$ cat src/rtl/ntt_arith_pkg.sv
// Shared NTT arithmetic constants and types for the default modulus.
// barrett_ref is a plain-division golden reference for residues.
package ntt_arith_pkg;

  localparam int unsigned       Q  = 12289;
  localparam int unsigned       K  = $clog2(Q);
  localparam longint unsigned   MU = (64'd1 << (2 * K)) / Q;

  typedef logic [K-1:0]   coeff_t;
  typedef logic [2*K-1:0] wide_t;

  function automatic coeff_t barrett_ref(input wide_t x);
    return coeff_t'(x % wide_t'(Q));
  endfunction

endpackage

$ cat src/rtl/barrett_lane.sv
// One lane of the Barrett multiply/reduce pipeline: S0 operand select,
// S1 quotient estimate, S2 partial remainder, S3 final correction.
module barrett_lane #(
  parameter int unsigned Q = ntt_arith_pkg::Q,
  parameter int unsigned K = $clog2(Q)
) (
  input  logic           clk,
  input  logic           rst,
  input  logic           i_en,
  input  logic           i_mode,
  input  logic [K-1:0]   i_a,
  input  logic [K-1:0]   i_b,
  input  logic [2*K-1:0] i_x,
  output logic [K-1:0]   o_z,
  output logic           o_ovf
);

  localparam logic [2*K:0]   POW2 = {1'b1, {(2*K){1'b0}}};
  localparam logic [2*K:0]   QE   = (2*K+1)'(Q);
  localparam logic [K+1:0]   MU   = (K+2)'(POW2 / QE);
  localparam logic [2*K-1:0] QW   = (2*K)'(Q);
  localparam logic [2*K-1:0] QSQ  = QW * QW;
  localparam logic [K+1:0]   Q1   = (K+2)'(Q);
  localparam logic [K+1:0]   Q2   = Q1 << 1;

  logic [2*K-1:0] w_x0;
  logic           w_ovf0;
  logic [K:0]     w_q1;
  logic [2*K+2:0] w_q2;
  logic [K:0]     w_q3;
  logic [K+1:0]   w_p;
  logic [K+1:0]   w_r;

  logic [2*K-1:0] r_x0;
  logic [K+1:0]   r_x1;
  logic [K:0]     r_q3;
  logic [K+1:0]   r_r2;
  logic [K-1:0]   r_z;
  logic [3:0]     r_ovf;

  assign w_x0   = i_mode ? i_x : ({{K{1'b0}}, i_a} * {{K{1'b0}}, i_b});
  assign w_ovf0 = i_mode & (i_x >= QSQ);

  assign w_q1 = r_x0[2*K-1:K-1];
  assign w_q2 = {{(K+2){1'b0}}, w_q1} * {{(K+1){1'b0}}, MU};
  assign w_q3 = (K+1)'(w_q2 >> (K+1));

  // r < 3Q < 2^(K+2), so only the low K+2 bits of x and q3*Q matter
  assign w_p = {1'b0, r_q3} * Q1;
  assign w_r = r_x1 - w_p;

  always_ff @(posedge clk) begin
    if (rst) begin
      r_x0  <= '0;
      r_x1  <= '0;
      r_q3  <= '0;
      r_r2  <= '0;
      r_z   <= '0;
      r_ovf <= '0;
    end else if (i_en) begin
      r_x0  <= w_x0;
      r_x1  <= r_x0[K+1:0];
      r_q3  <= w_q3;
      r_r2  <= w_r;
      r_ovf <= {r_ovf[2:0], w_ovf0};
      if (r_r2 >= Q2)      r_z <= K'(r_r2 - Q2);
      else if (r_r2 >= Q1) r_z <= K'(r_r2 - Q1);
      else                 r_z <= K'(r_r2);
    end
  end

  assign o_z   = r_z;
  assign o_ovf = r_ovf[3];

endmodule

$ cat src/rtl/barrett_mulred_pipe.sv
// Multi-lane pipelined modular multiply/reduce with valid/ready handshake.
// Owns the stage-valid chain and tag pipeline; lanes hold the datapath.
module barrett_mulred_pipe #(
  parameter int unsigned Q         = ntt_arith_pkg::Q,
  parameter int unsigned Q_WIDTH   = $clog2(Q),
  parameter int unsigned LANES     = 4,
  parameter int unsigned TAG_WIDTH = 8
) (
  input  logic                         clk,
  input  logic                         rst,
  input  logic                         in_valid,
  output logic                         in_ready,
  input  logic                         in_mode,
  input  logic [LANES*Q_WIDTH-1:0]     in_a,
  input  logic [LANES*Q_WIDTH-1:0]     in_b,
  input  logic [LANES*2*Q_WIDTH-1:0]   in_x,
  input  logic [TAG_WIDTH-1:0]         in_tag,
  output logic                         out_valid,
  input  logic                         out_ready,
  output logic [LANES*Q_WIDTH-1:0]     out_z,
  output logic [LANES-1:0]             out_ovf,
  output logic [TAG_WIDTH-1:0]         out_tag
);

  logic                 w_adv;
  logic [3:0]           r_v;
  logic [TAG_WIDTH-1:0] r_tag [4];

  // Whole pipe moves as one; bubbles are kept so latency stays fixed
  assign w_adv     = ~r_v[3] | out_ready;
  assign in_ready  = w_adv;
  assign out_valid = r_v[3];
  assign out_tag   = r_tag[3];

  always_ff @(posedge clk) begin
    if (rst) begin
      r_v <= '0;
      for (int unsigned i = 0; i < 4; i++) r_tag[i] <= '0;
    end else if (w_adv) begin
      r_v      <= {r_v[2:0], in_valid};
      r_tag[0] <= in_tag;
      for (int unsigned i = 1; i < 4; i++) r_tag[i] <= r_tag[i-1];
    end
  end

  for (genvar g = 0; g < LANES; g++) begin : g_lane
    barrett_lane #(
      .Q (Q),
      .K (Q_WIDTH)
    ) u_lane (
      .clk    (clk),
      .rst    (rst),
      .i_en   (w_adv),
      .i_mode (in_mode),
      .i_a    (in_a[g*Q_WIDTH +: Q_WIDTH]),
      .i_b    (in_b[g*Q_WIDTH +: Q_WIDTH]),
      .i_x    (in_x[g*2*Q_WIDTH +: 2*Q_WIDTH]),
      .o_z    (out_z[g*Q_WIDTH +: Q_WIDTH]),
      .o_ovf  (out_ovf[g])
    );
  end

endmodule

$ cat config.mk
export PLATFORM = sky130hd
export DESIGN_NAME = barrett_mulred_pipe
export DESIGN_NICKNAME = d
export VERILOG_FILES = /design/src/rtl/ntt_arith_pkg.sv /design/src/rtl/barrett_lane.sv /design/src/rtl/barrett_mulred_pipe.sv
export SDC_FILE = /design/constraint.sdc
export NUM_CORES = 2
export LEC_CHECK = 0
export CAP_MARGIN = 20
export CELL_PAD_IN_SITES_DETAIL_PLACEMENT = 0
export CELL_PAD_IN_SITES_GLOBAL_PLACEMENT = 2
export CORE_AREA = 10 10 367 458
export CTS_CLUSTER_DIAMETER = 80
export DETAILED_ROUTE_END_ITERATION = 8
export DIE_AREA = 0 0 377 468
export HOLD_SLACK_MARGIN = 0.12
export PLACE_DENSITY = 0.83
export SYNTH_ARGS = -nofsm -noshare
export SYNTH_HDL_FRONTEND = slang
export SYNTH_SLANG_ARGS = --single-unit
export TNS_END_PERCENT = 1
$ cat constraint.sdc
create_clock -name clk -period 8.7 [get_ports clk]
set_clock_uncertainty 0.1 [all_clocks]
set_input_delay 1.305 -clock clk [delete_from_list [all_inputs] [get_ports clk]]
set_output_delay 1.305 -clock clk [all_outputs]
set_load 0.005 [all_outputs]
==> implementation parameters <==
Parameter                              Value

Outcome
  Run status ... complete, no violations

Drt
  Number of iterations in the first detailed-routing pass ... 5
  DRC viols ... 0
  Drt wl/cell ... 18.7 um
  Iteration-0 DRC Markers ... between 2,000 and 3,000
  Vias after detailed routing ... around 48,000
  Antenna-violating nets left ... 0
  Routed wire length ... 177,000 um
  Via-to-Cell Ratio ... 5.06

Synth
  Proportion of synthesized flip-flops having asynchronous set or reset ... 0%
  Post-Syn Area ... roughly 63,000 um^2
  Mean post-synth cell area ... 8.77 um^2
  Cell types occupying the most area after synthesis ... sky130_fd_sc_hd__fa_1 (27%), sky130_fd_sc_hd__ha_1 (22%), sky130_fd_sc_hd__dfxtp_1 (12%), sky130_fd_sc_hd__inv_1 (8.4%), sky130_fd_sc_hd__nand2_1 (5.2%)
  Synthesized instance count ... 7,200
  EDFF count, synth ... 32
  Syn_nets ... 9,378
  Proportion of synthesized chip area in sequential cells ... 13.4%
  Dominant register cell in the synthesized netlist ... sky130_fd_sc_hd__dfxtp_1
  Yosys top cell area share ... 26.5%
  Flip-flop and latch count after synthesis ... 408
  Cell variety after synth ... 74
  Cell type contributing the most total cell area after synthesis ... sky130_fd_sc_hd__fa_1
  Count of yosys warnings during synthesis ... 0

Layout
  Final standard cell utilization of the core ... roughly 44%
  Number of filler instances in the final layout ... about 16,000
  Number of nets at the end of the flow ... about 9,500
  Area growth from synthesis to layout ... 11.0%
  Fraction of layout cells with a size suffix above 1 ... 2.70%

Die
  Die span in y ... 468 um
  Row Count ... approximately 160
  Core area ... 159,000 um^2
  Die Area ... 176,000 um^2
  Overall die width ... roughly 380 um
  Starting density of the core ... 39.7%
  Number of top-level design ports ... 307

STA
  Number of pins with negative max-slew slack in the final report ... 0
  Final Critical Period ... ~7.8 ns
  Min setup slack post-route ... 0.923 ns
  Highest achievable clock rate ... around 130 MHz
  Post-Route Setup TNS ... 0 ns
  Setup violation total in the final timing report ... 0
  Slew margin rel. ... between 30% and 40%
  Final critical-path share of the clock period ... 89.4%
  Final hold vios ... 0
  Worst-Margin Slew ... 0.984 ns
  RSZ-0062 raised after global routing ... no

Worst setup path
  Register-to-Register Path Depth ... 21
  Cell mode on critical path ... sky130_fd_sc_hd__fa_1
  FF-to-FF End ... g_lane[0].u_lane.r_q3[13]$_SDFFE_PP0P_
  Endpoint of the most critical setup path ... g_lane[1].u_lane.r_x0[27]$_SDFFE_PP0P_
  Largest fanout on the critical path ... 14
  Critical Path Start ... in_a[20]
  Worst Setup Path Type ... in -> reg
  CP peak stage delay ... approximately 0.72 ns
  Chain of cells forming the critical path ... clkdlybuf4s50_1 > and2_1 > fa_1 > inv_1 > fa_1 > inv_1 > fa_1 > fa_1 > fa_1 > inv_1 > fa_1 > inv_1 > ha_1 > a21oi_1 > o22ai_1 > nand4_1 > o211ai_1 > o41ai_1 > o21a_1 > o31ai_1 > a41oi_1 > xnor2_1 > o21ai_0
  Reg-to-reg setup timing slack ... between 2 and 2.5 ns
  Cell family with the largest share of critical-path delay ... adder cells
  CP bufs+invs ... 5
  Worst r2r src ... g_lane[0].u_lane.r_x0[14]$_SDFFE_PP0P_
  Slowest stage cell, crit path ... sky130_fd_sc_hd__clkdlybuf4s50_1
  Arrival time at the worst endpoint ... 8.16 ns
  Total number of cells along the worst setup path ... 23
  Setup crit end kind ... register
  Type of element launching the critical path ... input port
  Critical Path RT ... 9.08 ns

Global routing
  Via count of the first global-routing pass ... 50,961
  Pin count of the biggest net entering global routing ... 127
  First-pass GRT wire length ... ~280,000 um
  GRT met1 Usage ... 26.0%
  Global-route congestion overflow total ... 0
  Number of antenna violations at the first check in global routing ... 4
  Global Route Usage Sum ... 20.2%
  Most utilized layer in the global route result ... met2
  Global Route met3 Usage ... 2.33%
  Met2 usage ... 36.2%

Clock tree
  Clk pin slew, worst setup/hold paths ... 0.06 ns
  Number of gates resized after cts ... 0
  Number of H-tree levels ... 2
  Clock tree sinks ... 408
  Post-CTS Setup Inserts ... 0
  Deepest clock path buffer count ... 3
  Clock Tree Root ... sky130_fd_sc_hd__clkbuf_16
  Num CTS Buffers ... 53
  Clock latency on the worst-skew pair ... 0.64 ns
  # hold bufs at CTS ... 0
  CTS tree ... built

Placement
  DP HPWL ... between 100,000 and 150,000 um
  Final weighted congestion in routability-driven placement ... 0.892
  Port Buffers ... 306
  Worst setup timing slack at the placement stage ... 0.340 ns

Flow run
  Max-capacitance violation count ... 0

Hold path
  Worst min path class ... reg -> reg
[registers in the layout (all words and copies together) (netlist names)]
name and cells:
r_v 4, g_lane.u_lane.r_ovf 16, g_lane.u_lane.r_x0 112, g_lane.u_lane.o_z 56, g_lane.u_lane.r_r2 64, r_tag 32, g_lane.u_lane.r_q3 60, g_lane.u_lane.r_x1 64
[cell families (layout without fill, tap and decap cells)]
logic type	count (synthesis)	in the layout	share of synthesized area (%)
other cells	0	1	0
fa+ha+maj	1941	1941	48.4
compound gates	1016	1016	10.0
simple gates	1870	1870	14.0
xor+xnor	269	269	3.73
buf+inv	1675	1885	10.0
flops	408	408	13.4
mux	21	21	0.339
[area by class of cell]
cell class	count	area (um^2)	area share, %
Clock inverter	18	179	0.255
Antenna cell	1	2.50	0.00357
Tap cell	2075	2600	3.71
Timing Repair Buffer	381	3650	5.22
Multi-Input combinational cell	5117	48300	69.0
Clock buffer	78	1530	2.18
Sequential cell	408	8490	12.1
Inverter	1408	5290	7.55
[metal layers]
layer | vias to the layer above | routed length, um
li1 | 23324 | -
met1 | 23631 | 78200
met2 | 882 | 88100
met3 | 175 | 7320
met4 | 0 | 3490
met5 | - | 0
[cells in the final DEF (no fill, tap or decap), types with 20 or more instances in the layout]
master,count
sky130_fd_sc_hd__inv_1,1406
sky130_fd_sc_hd__ha_1,1105
sky130_fd_sc_hd__nand2_1,879
sky130_fd_sc_hd__fa_1,836
sky130_fd_sc_hd__and2_1,407
sky130_fd_sc_hd__dfxtp_1,376
sky130_fd_sc_hd__clkdlybuf4s50_1,304
sky130_fd_sc_hd__a21oi_1,298
sky130_fd_sc_hd__o21ai_0,271
sky130_fd_sc_hd__nor2_1,260
sky130_fd_sc_hd__xnor2_1,164
sky130_fd_sc_hd__xor2_1,105
sky130_fd_sc_hd__a211oi_1,105
sky130_fd_sc_hd__buf_4,74
sky130_fd_sc_hd__a21o_1,66
sky130_fd_sc_hd__nor3_1,65
sky130_fd_sc_hd__clkbuf_16,54
sky130_fd_sc_hd__o21a_1,43
sky130_fd_sc_hd__nand3_1,41
sky130_fd_sc_hd__o211ai_1,39
sky130_fd_sc_hd__nand2b_1,32
sky130_fd_sc_hd__edfxtp_1,32
sky130_fd_sc_hd__a22oi_1,31
sky130_fd_sc_hd__or3_1,30
sky130_fd_sc_hd__nor2b_1,28
sky130_fd_sc_hd__nand4_1,25
sky130_fd_sc_hd__a31oi_1,20
[worst min-delay path, stage by stage, from the launching register on]
cell,delay [ns]
sky130_fd_sc_hd__dfxtp_1,0.31
sky130_fd_sc_hd__nand2_1,0.05
sky130_fd_sc_hd__o21ai_1,0.05
[synthesized netlist by cell type (all sizes together) (32+ instances only)]
cell type and n:
xnor2 164, nand2 879, o21ai 276, dfxtp 376, a211oi 105, nand3 41, and2 408, o211ai 39
xor2 105, a21o 66, inv 1408, edfxtp 32, nand2b 33, fa 836, nor2 262, ha 1105
nor3 65, o21a 43, a21oi 298, clkbuf 245
[through the flow]
step / cell area (um^2) / hold slack [ns] / cells
2_1_floorplan: 63100 / 0.332 / 7200
3_3_place_gp: 68300 / 0.339 / 9389
3_5_place_dp: 68300 / 0.341 / 9389
4_1_cts: 70100 / 0.348 / 9485
5_1_grt: 70100 / 0.366 / 9486
6_report: 70100 / 0.344 / 9486
[worst min-delay path by stage]
| stage | cells past startpoint | slack, ns | from | to |
|---|---|---|---|---|
| after floorplan | 2 | 0.33 | g_lane[0].u_lane.r_q3[10]$_SDFFE_PP0P_ | g_lane[0].u_lane.r_q3[10]$_SDFFE_PP0P_ |
| after global placement | 2 | 0.34 | g_lane[1].u_lane.o_z[12]$_SDFFE_PP0P_ | g_lane[1].u_lane.o_z[12]$_SDFFE_PP0P_ |
| after detailed placement | 2 | 0.34 | g_lane[1].u_lane.o_z[12]$_SDFFE_PP0P_ | g_lane[1].u_lane.o_z[12]$_SDFFE_PP0P_ |
| after CTS | 2 | 0.35 | g_lane[1].u_lane.o_z[12]$_SDFFE_PP0P_ | g_lane[1].u_lane.o_z[12]$_SDFFE_PP0P_ |
| after global routing | 2 | 0.37 | g_lane[0].u_lane.r_ovf[1]$_SDFFE_PP0P_ | g_lane[0].u_lane.r_ovf[1]$_SDFFE_PP0P_ |
| final | 2 | 0.34 | g_lane[1].u_lane.o_z[12]$_SDFFE_PP0P_ | g_lane[1].u_lane.o_z[12]$_SDFFE_PP0P_ |
Power is not shown: default switching activity piles up to over one toggle a cycle in this logic, so the estimate is an artifact.
